[src/rtl/l1_pkg.sv]
// Shared types and address-field helpers for the L1 line controller.
// The helpers return 32-bit values so callers pick the width they need.
package l1_pkg;

  typedef enum logic [1:0] {
    ST_INVALID = 2'd0,
    ST_FILL    = 2'd1,
    ST_VALID   = 2'd2,
    ST_WB      = 2'd3
  } l1_line_state_t;

  // Byte address layout: {tag, set, word, 2'b00}
  function automatic logic [31:0] addr_tag(input logic [31:0] a,
                                           input int unsigned set_w,
                                           input int unsigned word_w);
    return a >> (set_w + word_w + 32'd2);
  endfunction

  function automatic logic [31:0] addr_set(input logic [31:0] a,
                                           input int unsigned set_w,
                                           input int unsigned word_w);
    return (a >> (word_w + 32'd2)) & ((32'd1 << set_w) - 32'd1);
  endfunction

  function automatic logic [31:0] addr_word(input logic [31:0] a,
                                            input int unsigned word_w);
    return (a >> 2) & ((32'd1 << word_w) - 32'd1);
  endfunction

endpackage

[src/rtl/l1_line_store.sv]
// WORDS x 32 data store: one byte-masked write port, three async read ports.
// Contents are deliberately not reset; a line is always fully refilled before use.
module l1_line_store #(
  parameter int WORDS  = 8,
  parameter int WORD_W = $clog2(WORDS)
) (
  input  logic              clk_i,
  input  logic              we_i,
  input  logic [WORD_W-1:0] waddr_i,
  input  logic [3:0]        wbe_i,
  input  logic [31:0]       wdata_i,
  input  logic [WORD_W-1:0] cpu_raddr_i,
  output logic [31:0]       cpu_rdata_o,
  input  logic [WORD_W-1:0] pk_raddr_i,
  output logic [31:0]       pk_rdata_o,
  input  logic [WORD_W-1:0] wb_raddr_i,
  output logic [31:0]       wb_rdata_o
);

  logic [31:0] mem_q [WORDS];

  always_ff @(posedge clk_i) begin
    if (we_i) begin
      for (int b = 0; b < 4; b++) begin
        if (wbe_i[b]) mem_q[waddr_i][8*b +: 8] <= wdata_i[8*b +: 8];
      end
    end
  end

  assign cpu_rdata_o = mem_q[cpu_raddr_i];
  assign pk_rdata_o  = mem_q[pk_raddr_i];
  assign wb_rdata_o  = mem_q[wb_raddr_i];

endmodule

[src/rtl/l1_line_ctrl.sv]
// One L1 cache line: tag/set/valid/dirty state, CPU and peek lookup, refill and dirty writeback.
// Writeback handshake: a beat transfers on a cycle where wb_valid and wb_ready are both high;
// wb_addr/wb_data hold steady while wb_valid is high and wb_ready is low.
module l1_line_ctrl
  import l1_pkg::*;
#(
  parameter int WORDS = 8,
  parameter int TAG_W = 23,
  parameter int SET_W = 4
) (
  input  logic             clk,
  input  logic             reset,
  input  logic             rreq,
  input  logic             wreq,
  input  logic [31:0]      addr,
  input  logic [31:0]      wdata,
  input  logic [3:0]       wmask,
  output logic             hit,
  output logic [31:0]      rdata,
  input  logic [31:0]      peek_addr,
  output logic             peek_hit,
  output logic [31:0]      peek_rdata,
  input  logic             fill_start,
  input  logic [TAG_W-1:0] fill_tag,
  input  logic [SET_W-1:0] fill_set,
  input  logic             fill_wvalid,
  input  logic [31:0]      fill_wdata,
  input  logic             evict_start,
  output logic             wb_valid,
  input  logic             wb_ready,
  output logic [31:0]      wb_addr,
  output logic [31:0]      wb_data,
  output logic             done,
  output logic             valid,
  output logic             dirty,
  output logic             busy,
  output logic [TAG_W-1:0] my_tag,
  output logic [SET_W-1:0] my_set,
  output l1_line_state_t   dbg_state
);

  localparam int WORD_W = $clog2(WORDS);
  localparam logic [WORD_W-1:0] CNT_LAST = WORD_W'(WORDS - 1);

  if (TAG_W + SET_W + WORD_W + 2 != 32) begin : g_bad_addr_split
    $error("l1_line_ctrl: TAG_W+SET_W+WORD_W+2 must equal 32");
  end
  if (WORDS < 2 || (WORDS & (WORDS - 1)) != 0) begin : g_bad_words
    $error("l1_line_ctrl: WORDS must be a power of 2 and >= 2");
  end

  l1_line_state_t    state_q;
  logic [WORD_W-1:0] cnt_q;
  logic [TAG_W-1:0]  tag_q;
  logic [SET_W-1:0]  set_q;
  logic              dirty_q;
  logic              done_q;

  logic [31:0] cpu_tag_w, cpu_set_w, cpu_word_w, pk_tag_w, pk_set_w, pk_word_w;
  logic [WORD_W-1:0] cpu_word, pk_word;
  logic cpu_match, pk_match, in_valid, in_wb, wr_hit, last_beat;
  logic unused_bits;

  assign cpu_tag_w  = addr_tag(addr, SET_W, WORD_W);
  assign cpu_set_w  = addr_set(addr, SET_W, WORD_W);
  assign cpu_word_w = addr_word(addr, WORD_W);
  assign pk_tag_w   = addr_tag(peek_addr, SET_W, WORD_W);
  assign pk_set_w   = addr_set(peek_addr, SET_W, WORD_W);
  assign pk_word_w  = addr_word(peek_addr, WORD_W);
  assign cpu_word   = cpu_word_w[WORD_W-1:0];
  assign pk_word    = pk_word_w[WORD_W-1:0];
  assign unused_bits = ^{cpu_word_w[31:WORD_W], pk_word_w[31:WORD_W]};

  assign cpu_match = (cpu_tag_w == 32'(tag_q)) && (cpu_set_w == 32'(set_q));
  assign pk_match  = (pk_tag_w == 32'(tag_q)) && (pk_set_w == 32'(set_q));
  assign in_valid  = (state_q == ST_VALID);
  assign in_wb     = (state_q == ST_WB);
  assign wr_hit    = in_valid && wreq && cpu_match;
  assign last_beat = (cnt_q == CNT_LAST);

  logic [31:0] cpu_rd, pk_rd, wb_rd;
  logic              st_we;
  logic [WORD_W-1:0] st_idx;
  logic [3:0]        st_be;
  logic [31:0]       st_wdata;

  // Refill owns the write port in FILL; CPU write hits own it in VALID.
  always_comb begin
    st_we    = 1'b0;
    st_idx   = cpu_word;
    st_be    = wmask;
    st_wdata = wdata;
    if (state_q == ST_FILL) begin
      st_we    = fill_wvalid;
      st_idx   = cnt_q;
      st_be    = 4'hF;
      st_wdata = fill_wdata;
    end else if (wr_hit) begin
      st_we = 1'b1;
    end
  end

  l1_line_store #(.WORDS(WORDS), .WORD_W(WORD_W)) u_store (
    .clk_i       (clk),
    .we_i        (st_we),
    .waddr_i     (st_idx),
    .wbe_i       (st_be),
    .wdata_i     (st_wdata),
    .cpu_raddr_i (cpu_word),
    .cpu_rdata_o (cpu_rd),
    .pk_raddr_i  (pk_word),
    .pk_rdata_o  (pk_rd),
    .wb_raddr_i  (cnt_q),
    .wb_rdata_o  (wb_rd)
  );

  always_ff @(posedge clk or negedge reset) begin
    if (!reset) begin
      state_q <= ST_INVALID;
      cnt_q   <= '0;
      tag_q   <= '0;
      set_q   <= '0;
      dirty_q <= 1'b0;
      done_q  <= 1'b0;
    end else begin
      done_q <= 1'b0;
      unique case (state_q)
        ST_INVALID: begin
          if (fill_start) begin
            tag_q   <= fill_tag;
            set_q   <= fill_set;
            cnt_q   <= '0;
            state_q <= ST_FILL;
          end else if (evict_start) begin
            done_q <= 1'b1;
          end
        end
        ST_FILL: begin
          if (fill_wvalid) begin
            if (last_beat) begin
              cnt_q   <= '0;
              dirty_q <= 1'b0;
              done_q  <= 1'b1;
              state_q <= ST_VALID;
            end else begin
              cnt_q <= cnt_q + WORD_W'(1);
            end
          end
        end
        ST_VALID: begin
          if (wr_hit && (wmask != 4'h0)) dirty_q <= 1'b1;
          // A same-edge write hit counts as dirtying the line before the evict decision.
          if (evict_start) begin
            if (dirty_q || (wr_hit && (wmask != 4'h0))) begin
              cnt_q   <= '0;
              state_q <= ST_WB;
            end else begin
              done_q  <= 1'b1;
              state_q <= ST_INVALID;
            end
          end
        end
        ST_WB: begin
          if (wb_ready) begin
            if (last_beat) begin
              cnt_q   <= '0;
              dirty_q <= 1'b0;
              done_q  <= 1'b1;
              state_q <= ST_INVALID;
            end else begin
              cnt_q <= cnt_q + WORD_W'(1);
            end
          end
        end
        default: state_q <= ST_INVALID;
      endcase
    end
  end

  assign hit        = in_valid && (rreq || wreq) && cpu_match;
  assign rdata      = (in_valid && rreq && cpu_match) ? cpu_rd : 32'h0;
  assign peek_hit   = (in_valid || in_wb) && pk_match;
  assign peek_rdata = peek_hit ? pk_rd : 32'h0;
  assign wb_valid   = in_wb;
  assign wb_addr    = {tag_q, set_q, cnt_q, 2'b00};
  assign wb_data    = wb_rd;
  assign done       = done_q;
  assign valid      = in_valid || in_wb;
  assign dirty      = dirty_q;
  assign busy       = (state_q == ST_FILL) || in_wb;
  assign my_tag     = tag_q;
  assign my_set     = set_q;
  assign dbg_state  = state_q;

endmodule

[config.mk]
export PLATFORM = sky130hd
export DESIGN_NAME = l1_line_ctrl
export DESIGN_NICKNAME = d
export VERILOG_FILES = /design/src/rtl/l1_pkg.sv /design/src/rtl/l1_line_store.sv /design/src/rtl/l1_line_ctrl.sv
export SDC_FILE = /design/constraint.sdc
export NUM_CORES = 1
export LEC_CHECK = 0
export ABC_CLOCK_PERIOD_IN_PS = 3900
export CORE_MARGIN = 1.5
export CORE_UTILIZATION = 50
export DETAILED_ROUTE_END_ITERATION = 7
export PLACE_DENSITY = 0.79
export SETUP_SLACK_MARGIN = 0.05
export SLEW_MARGIN = 0
export SYNTH_ARGS = -nofsm -noshare
export SYNTH_HDL_FRONTEND = slang
export SYNTH_HIERARCHICAL = 1
export SYNTH_SLANG_ARGS = --single-unit
[constraint.sdc]
create_clock -name clk -period 3.9 [get_ports clk]
set_input_delay 0.78 -clock clk [delete_from_list [all_inputs] [get_ports clk]]
set_output_delay 0.78 -clock clk [all_outputs]
set_load 0.005 [all_outputs]
* Word-level counts from Yosys, hierarchy flattened
Memories as Yosys holds them, arrays and structs flattened. Cells that the tools add are included.
Storage, ports and cells: flip-flop bits (word level) 34, memories kept 1, output and inout bits 164, word-level logic and storage cells 92, RAM bits 256
Cells by class: muxes and demuxes 47, $add $sub $neg 1, equality and inequality tests 16, reduce and logical (&&, ||, !) cells 21
Memories:
- u_store.mem_q | depth 8, bits a word 32, rd ports 3, clocked after Yosys merged registers in 0, write ports 1, line l1_line_store.sv:20 | logic [31:0] mem_q [WORDS];
Operator list (number):
- $mux W32 | 3
- $eq A23 B23 Y1 | 2
- $mux W1 | 25
- $mux W3 | 7
- $mux W2 | 7
- $pmux W3 S4 | 1
- $logic_and A1 B1 Y1 | 10
- $ne A2 B2 Y1 const B | 5
- $eq A4 B4 Y1 | 2
- $pmux W2 S4 | 1
- $ne A2 B1 Y1 const B | 3
- $reduce_and A6 Y1 | 1
- $reduce_and A5 Y1 | 1
- $eq A2 B2 Y1 const B | 2
- $logic_or A1 B1 Y1 | 4
- $mux W4 | 1
- $pmux W1 S4 | 1
- $reduce_and A4 Y1 | 1
- $reduce_bool A4 Y1 | 1
- $add A3 B1 Y3 const B | 1
- $eq A3 B3 Y1 const B | 1
- $pmux W1 S3 | 1
- $reduce_bool A3 Y1 | 1
- $eq A2 B1 Y1 const B | 1
- 2 further kinds | 2

* Logic depth before layout (Yosys ltp)
Gate-level depths: netlist (run 1).
word-level depth 8, mapped depth 7, depth with buffers taken out 7

* By module
The synthesis (run 1) kept the hierarchy.
Modules (own cells, without submodules):
- l1_line_store | instances 1, seq. area each 7687.4 µm², cells each 642, area an instance 14146.1 µm²
- l1_line_ctrl | instances 1, seq. area each 850.8 µm², cells each 333, area an instance 3213.1 µm²

* Worst setup path after synthesis (run 1)
OpenSTA, ideal clock, no wires.
path type input -> output, start point input peek_addr[13], end point output peek_rdata[17], data arrival time 2.113 ns, path slack 1.007 ns, required time 3.120 ns, cell stages on the path 6, buffers on the path 1, cell sequence xnor2_1 -> nand4_1 -> or4_4 -> nor4_4 -> buf_6 -> and2_1
Between the ends: word-level cells in the longest chain between the ends 4
RTL lines:
- from (decl) | line l1_line_ctrl.sv:20 | input logic [31:0] peek_addr,
- $eq A23 B23 Y1 | line l1_line_ctrl.sv:75 | assign pk_match = (pk_tag_w == 32'(tag_q)) && (pk_set_w == 32'(set_q));
- $logic_and A1 B1 Y1 | line l1_line_ctrl.sv:75
- $logic_and A1 B1 Y1 | line l1_line_ctrl.sv:182 | assign peek_hit = (in_valid || in_wb) && pk_match;
- named net peek_hit | line l1_line_ctrl.sv:21 | output logic peek_hit,
- $mux W32 | line l1_line_ctrl.sv:183 | assign peek_rdata = peek_hit ? pk_rd : 32'h0;
- to (decl) | line l1_line_ctrl.sv:22 | output logic [31:0] peek_rdata,
The timed path passes the listed nets, and every way through them passes these cells.

* Worst setup path after layout (run 1)
start point input peek_addr[13], end point output peek_rdata[20]
Between the ends: word-level cells in the longest chain between the ends 4
RTL lines (line):
- $eq A23 B23 Y1 | l1_line_ctrl.sv:75
- $logic_and A1 B1 Y1 | l1_line_ctrl.sv:75
- $logic_and A1 B1 Y1 | l1_line_ctrl.sv:182
- $mux W32 | l1_line_ctrl.sv:183
Every way passes these cells.

==> results.json, run 1 <==
{
  "met2_wirelength_um": 26030,
  "final_common_cell": "edfxtp_1",
  "fp-row-count": 68,
  "grt_use_total_pct": 27.76,
  "numCtsBuffers": 29,
  "synthAdderAreaFrac_pct": 0.1442,
  "final_core_utilization_pct": 65.97,
  "rr_worst_depth": 13,
  "hp-class": "register to register",
  "yosys.area.top_type": "edfxtp_1",
  "cts-root-buf": "clkbuf_16",
  "synth-compound-area-share_pct": 0.6631,
  "timing.final.crit_share_pct": 98.07,
  "grt_overflow": 0,
  "dr.pass1.iters": 6,
  "ys_ff_latch": 290,
  "grt_pass1_wl_um": 72270,
  "grt_pass1_vias": 11630,
  "clkTransAtPathRegs_ns": 0.07,
  "synthSimpleGateAreaFrac_pct": 5.269,
  "nets": 1511,
  "core_area_um2": 34370,
  "max-slew-margin-rel_pct": 52.67,
  "wl_per_cell_um": 27.49,
  "initial_core_util_pct": 50.50,
  "cp.arrival_ns": 3.04,
  "synth-edff-count": 256,
  "period_needed_ns": 3.825,
  "post-place-ws_ns": -0.2154,
  "ys.flop_type": "edfxtp_1",
  "drc_errors": 0,
  "worst_slack_ns": 0.07508,
  "final_cell_mix": "edfxtp_1 (256), clkdlybuf4s50_1 (234), mux2_2 (157)",
  "ys_top_cells_by_area": "edfxtp_1 (44%), mux4_1 (20%), mux2_2 (10%), mux4_2 (8.2%), dfrtp_1 (4.9%)",
  "ys_types": 47,
  "drv_cap": 0,
  "clock-sinks": 290,
  "power_density_nw_per_um2": 596.0,
  "synth_top_area_share_pct": 44.28,
  "syn_area_um2": 17360,
  "worst_pin_slew_ns": 0.7077,
  "startpoint": "peek_addr[13]",
  "cts_tree": "built",
  "ys_seq_area_share_pct": 49.19,
  "clock_skew_ns": 0.01806,
  "path_max_fanout": 8,
  "setup-violations-final": 0,
  "dieArea_um2": 35850,
  "p_leak_nw": 8.492,
  "antenna_found_initial": 3,
  "tns_ns": 0,
  "grt_max_degree": 45,
  "die_h_um": 189.3,
  "route.layer.met1.wl_um": 17870,
  "syn_area_per_cell_um2": 17.80,
  "ioPinCount": 331,
  "dr_wl_met3_um": 3618,
  "viasPerCell": 6.135,
  "hold_violations": 0,
  "hold_buffers": 0,
  "yosys_warnings": 6,
  "synth_xor_area_share_pct": 2.725,
  "syn_inst": 975,
  "ff2ff_setup_slack_ns": 0.58,
  "synth_top_family_by_area": "multiplexers",
  "finalWirelength_um": 50060,
  "worst_setup_path_end_kind": "primary output",
  "drive_gt1_share_pct": 31.36,
  "max_freq_ghz": 0.2614,
  "ant_nets": 0,
  "portBuffers": 324,
  "fp.dieW_um": 189.3,
  "num_vias": 11171,
  "cts_buffer_depth": 3,
  "area_growth_pct": 30.62,
  "dp.final_hpwl_um": 34030,
  "synthArstFlopShare_pct": 11.72,
  "muxShareOfSynthArea_pct": 38.03,
  "gp_routability_congestion": 0.8885,
  "outcome": "complete, no violations",
  "slew_viol_final": 0,
  "rsz0062_at_grt": "false",
  "drt_iter0_markers": 1056,
  "cp-endpoint": "peek_rdata[20]",
  "h-tree-depth": 1,
  "clk_latency_ns": 0.55,
  "worstReg2RegStart": "my_set[2]",
  "critical_path_class": "input port to primary output",
  "vdd_ir_drop_max_uv": 460.7,
  "top_layer": "met4",
  "r2r-end": "u_store/mem_q[3][28]",
  "cp-start-kind": "input port",
  "critPathRequiredTime_ns": 3.12
}
==> cells by family after synthesis <==
family | after synthesis
AND/OR/NAND/NOR | 159
multiplexers | 351
XOR/XNOR | 54
other | 1
buffers and inverters | 103
adder cells (fa/ha/maj) | 2
AO/OA/AOI/OAI | 15
flip-flops | 290
==> layout make-up <==
type / count / area [µm²]
Inverter: 4 / 15.01
Antenna cell: 1 / 2.502
Timing Repair Buffer: 434 / 4377
Clock inverter: 19 / 183.9
Tap cell: 455 / 569.3
Fill cell: 2271 / 11700
Sequential cell: 290 / 8551
Multi-Input combinational cell: 583 / 8208
Clock buffer: 35 / 768.2
==> critical path, stage by stage <==
cell and delay (ns):
dlygate4sd2_1 0.25, xnor2_2 0.14, nand4_1 0.16, or4_4 0.60, nor4_4 0.16, buf_6 0.17
buf_12 0.11, buf_6 0.10, buf_16 0.15, buf_6 0.10, and2_4 0.12, clkdlybuf4s15_2 0.19
==> repair_timing <==
| item | 4_1_cts | 5_1_grt |
|---|---|---|
| resized for setup | 105 | 42 |
| setup buffers | 17 | 9 |
| endpoints found under the setup margin | 66 | 50 |
| gates cloned | 6 | 0 |
| pin swaps | 6 | 17 |
==> flip-flops by register name (all words and copies together) (netlist names) <==
register and flops:
u_store/mem_q 256, my_tag 23, my_set 4, cnt_q 3, dbg_state 2, dirty 1
done 1
==> synthesized netlist by cell type, drive strengths merged (2+ instances only) <==
master	instances
a22oi	3
and2	66
buf	79
clkbuf	20
dfrtp	34
edfxtp	256
ha	2
inv	4
mux2	158
mux4	192
nand2	9
nand2b	6
nand3	2
nand3b	4
nand4	9
nor2	36
nor2b	3
nor3	3
nor4	9
o31ai	3
or2	4
or3	2
or3b	3
or4	2
xnor2	27
xor2	27
==> report_power, final <==
group          switching, mW  internal (mW)  total [mW]  leakage [nW]
Combinational           2.53           3.23        5.77          5.32
Clock                   1.15           1.60        2.75         0.463
Sequential             0.613           4.38        4.99          2.71
==> worst min path at each step <==
stage,from,to,slack (ns),depth (start not counted)
CTS,dirty,done,0.55,1
finish,dirty,done,0.55,1
global route,dirty,done,0.58,1
global placement,dirty,done,0.52,1
floorplan,reset,cnt_q[0],0.48,0
detailed placement,dirty,done,0.53,1
==> through the flow <==
stage / hold WS, ns / total power, mW / area (µm²) / std cells
CTS: 0.5468 / 13.50 / 22540 / 1812
global route: 0.5776 / 14.07 / 22670 / 1821
finish: 0.5494 / 13.51 / 22670 / 1821
global placement: 0.5174 / 10.62 / 21280 / 1735
floorplan: 0.4844 / 8.167 / 17360 / 976
detailed placement: 0.5326 / 10.73 / 21280 / 1735
==> layer usage <==
metal	track usage, %	vias up
li1	-	4810
met1	31.97	5674
met2	50.04	574
met3	5.042	113
met4	13.25	0
met5	0	-
Power figures use the tool's default switching activity.
==> inputs of run 2 (changes only) <==
==> constraint.sdc (replaced) <==
create_clock -name clk -period 3.9 [get_ports clk]
set_input_delay 0.78 -clock clk [delete_from_list [all_inputs] [get_ports clk]]
set_output_delay 0.78 -clock clk [all_outputs]
set_load 0.05 [all_outputs]
==> run 2 against run 1 <==
Compared with the run above:
- count of clock-buffer cells in the layout down 3
- flip-flop and latch count unchanged
- setup slack better by 0.064 ns
- die area unchanged
- combinational power up 34%
- critical path type unchanged
- highest routed layer unchanged
==> results.json, run 2 (synthesis results as in run 1) <==
{
  "fp-row-count": 68,
  "drv_cap": 0,
  "p_leak_nw": 8.045,
  "worst_pin_slew_ns": 0.7364,
  "grt_pass1_wl_um": 68970,
  "cp_slowest_stage_delay_ns": 0.61,
  "multi_input_area_um2": 8153,
  "clock_skew_ns": 0.02690,
  "portBuffers": 324,
  "power_mw": 15.56,
  "final_common_cell": "edfxtp_1",
  "cp-start-kind": "input port",
  "hold_buffers": 0,
  "clkTransAtPathRegs_ns": 0.06,
  "fp.dieW_um": 189.3,
  "cts-root-buf": "clkbuf_16",
  "rsz0062_at_grt": "false",
  "drt_iter0_markers": 941,
  "dp.final_hpwl_um": 32560,
  "ant_nets": 0,
  "viasPerCell": 6.142,
  "timing.final.crit_share_pct": 96.44,
  "final_cell_mix": "edfxtp_1 (256), clkdlybuf4s50_1 (252), mux2_2 (157)",
  "p_int_mw": 9.218,
  "grt_max_degree": 66,
  "nets": 1464,
  "antenna_found_initial": 2,
  "max-slew-margin-rel_pct": 50.75,
  "post-place-ws_ns": 0.08834,
  "drc_errors": 0,
  "cp.arrival_ns": 2.98,
  "post-cts-setup-buffers": 0,
  "power_frac_clock_pct": 18.5,
  "grt_pass1_vias": 11453,
  "finalWirelength_um": 46850,
  "gp_routability_congestion": 0.8571,
  "grt_use_total_pct": 26.03,
  "power_density_nw_per_um2": 682.0,
  "outcome": "complete, no violations",
  "worst_setup_path_end_kind": "primary output",
  "power_switching_share_pct": 40.77,
  "tns_ns": 0,
  "max_freq_ghz": 0.2659,
  "hold_violations": 0,
  "h-tree-depth": 1,
  "area_growth_pct": 31.46,
  "hold_start": "dirty",
  "startpoint": "peek_addr[13]",
  "cts_resized": 0,
  "fin_hold_ws_ns": 0.5461,
  "initial_core_util_pct": 50.50,
  "critical-path-slowest-cell": "or4_4",
  "dr.pass1.iters": 5,
  "cp_cell_sequence": "clkdlybuf4s50_1, xnor2_1, nand4_1, or4_4, nor4_4, buf_12, and2_1, buf_12",
  "cts_tree": "built",
  "grt_overflow": 0,
  "worst_slack_ns": 0.1390,
  "fill_cells": 2306,
  "largest_reg_flops": 256,
  "num_vias": 10902,
  "cp_common_cell": "buf_12",
  "path_max_fanout": 33,
  "dieArea_um2": 35850,
  "critical_path_class": "input port to primary output",
  "slew_viol_final": 0,
  "period_needed_ns": 3.761,
  "clock-sinks": 290,
  "setup-violations-final": 0,
  "drive_gt1_share_pct": 31.99,
  "worstReg2RegStart": "my_set[1]",
  "p_seq_share_pct": 31.9,
  "numCtsBuffers": 31,
  "cts_buffer_depth": 3,
  "hp-class": "register to register",
  "comb_power_share_pct": 49.7,
  "clk_latency_ns": 0.55,
  "die_h_um": 189.3,
  "vdd_ir_drop_max_uv": 841.7,
  "wl_per_cell_um": 26.40,
  "ioPinCount": 331,
  "power_switching_mw": 6.344,
  "core_area_um2": 34370,
  "register_area_um2": 8544,
  "critPathRequiredTime_ns": 3.12,
  "largest-register": "u_store/mem_q"
}
run 2: changes by cell type in the layout (fill, tap and decap cells not counted), sizes merged:
cell | before | now
dlymetal6s2s | 16 | 0
inv | 5 | 4
clkbuf | 41 | 32
clkdlybuf4s15 | 7 | 0
dlygate4sd2 | 52 | 0
buf | 119 | 133
clkdlybuf4s50 | 234 | 252
clkinvlp | 2 | 9
run 2: layout make-up:
cell class	instances	area share [%]
repair buffers	385	19.77
clock buffers	32	3.416
clock inverters	25	1.075
inverters	4	0.06579
multi-input cells	583	35.73
well taps	455	2.495
flip-flops and latches	290	37.44
diodes	1	0.01097
run 2: power by group through the flow:
stage	Clock [mW]	Combinational (mW)	Sequential (mW)
after floorplan	0	4.88	5.36
after global placement	0	7.66	4.97
after detailed placement	0	7.74	5.01
after CTS	2.92	7.78	4.97
after global routing	3.04	8.05	5.03
final	2.87	7.73	4.96
run 2: worst max-delay path: cells and delay by family:
kind                   cells  cell delay (ns)
XOR/XNOR                   1             0.12
AND/OR/NAND/NOR            4             1.21
buffers and inverters      3             0.85
run 2: final timing paths:
check / endpoint / slack (ns) / cells after the start
setup / recovery: peek_rdata[22] / 0.14 / 8
hold / removal: done / 0.55 / 1
setup reg to reg: u_store/mem_q[3][31] / 0.82 / 10
hold reg to reg: done / 0.55 / 1
max in group asynchronous: my_tag[16] / 2.46 / 2
min in group asynchronous: my_tag[1] / 0.66 / 1
run 2: per-layer routing:
| layer | track usage, % | wire [µm] | vias to the layer above | share of wire, % |
|---|---|---|---|---|
| li1 | - | - | 4732 | - |
| met1 | 29.67 | 16370 | 5533 | 35 |
| met2 | 48.26 | 24960 | 537 | 53 |
| met3 | 4.263 | 3479 | 100 | 7.4 |
| met4 | 11.05 | 2044 | 0 | 4.4 |
| met5 | 0 | 0 | - | 0 |
run 2: through the flow:
step | utilization, % | cells | cell area [µm²]
6_report | 66.39 | 1775 | 22820
2_1_floorplan | - | 976 | 17360
3_5_place_dp | 63.40 | 1717 | 21790
4_1_cts | 66.38 | 1774 | 22820
3_3_place_gp | 63.40 | 1717 | 21790
5_1_grt | 66.39 | 1775 | 22820
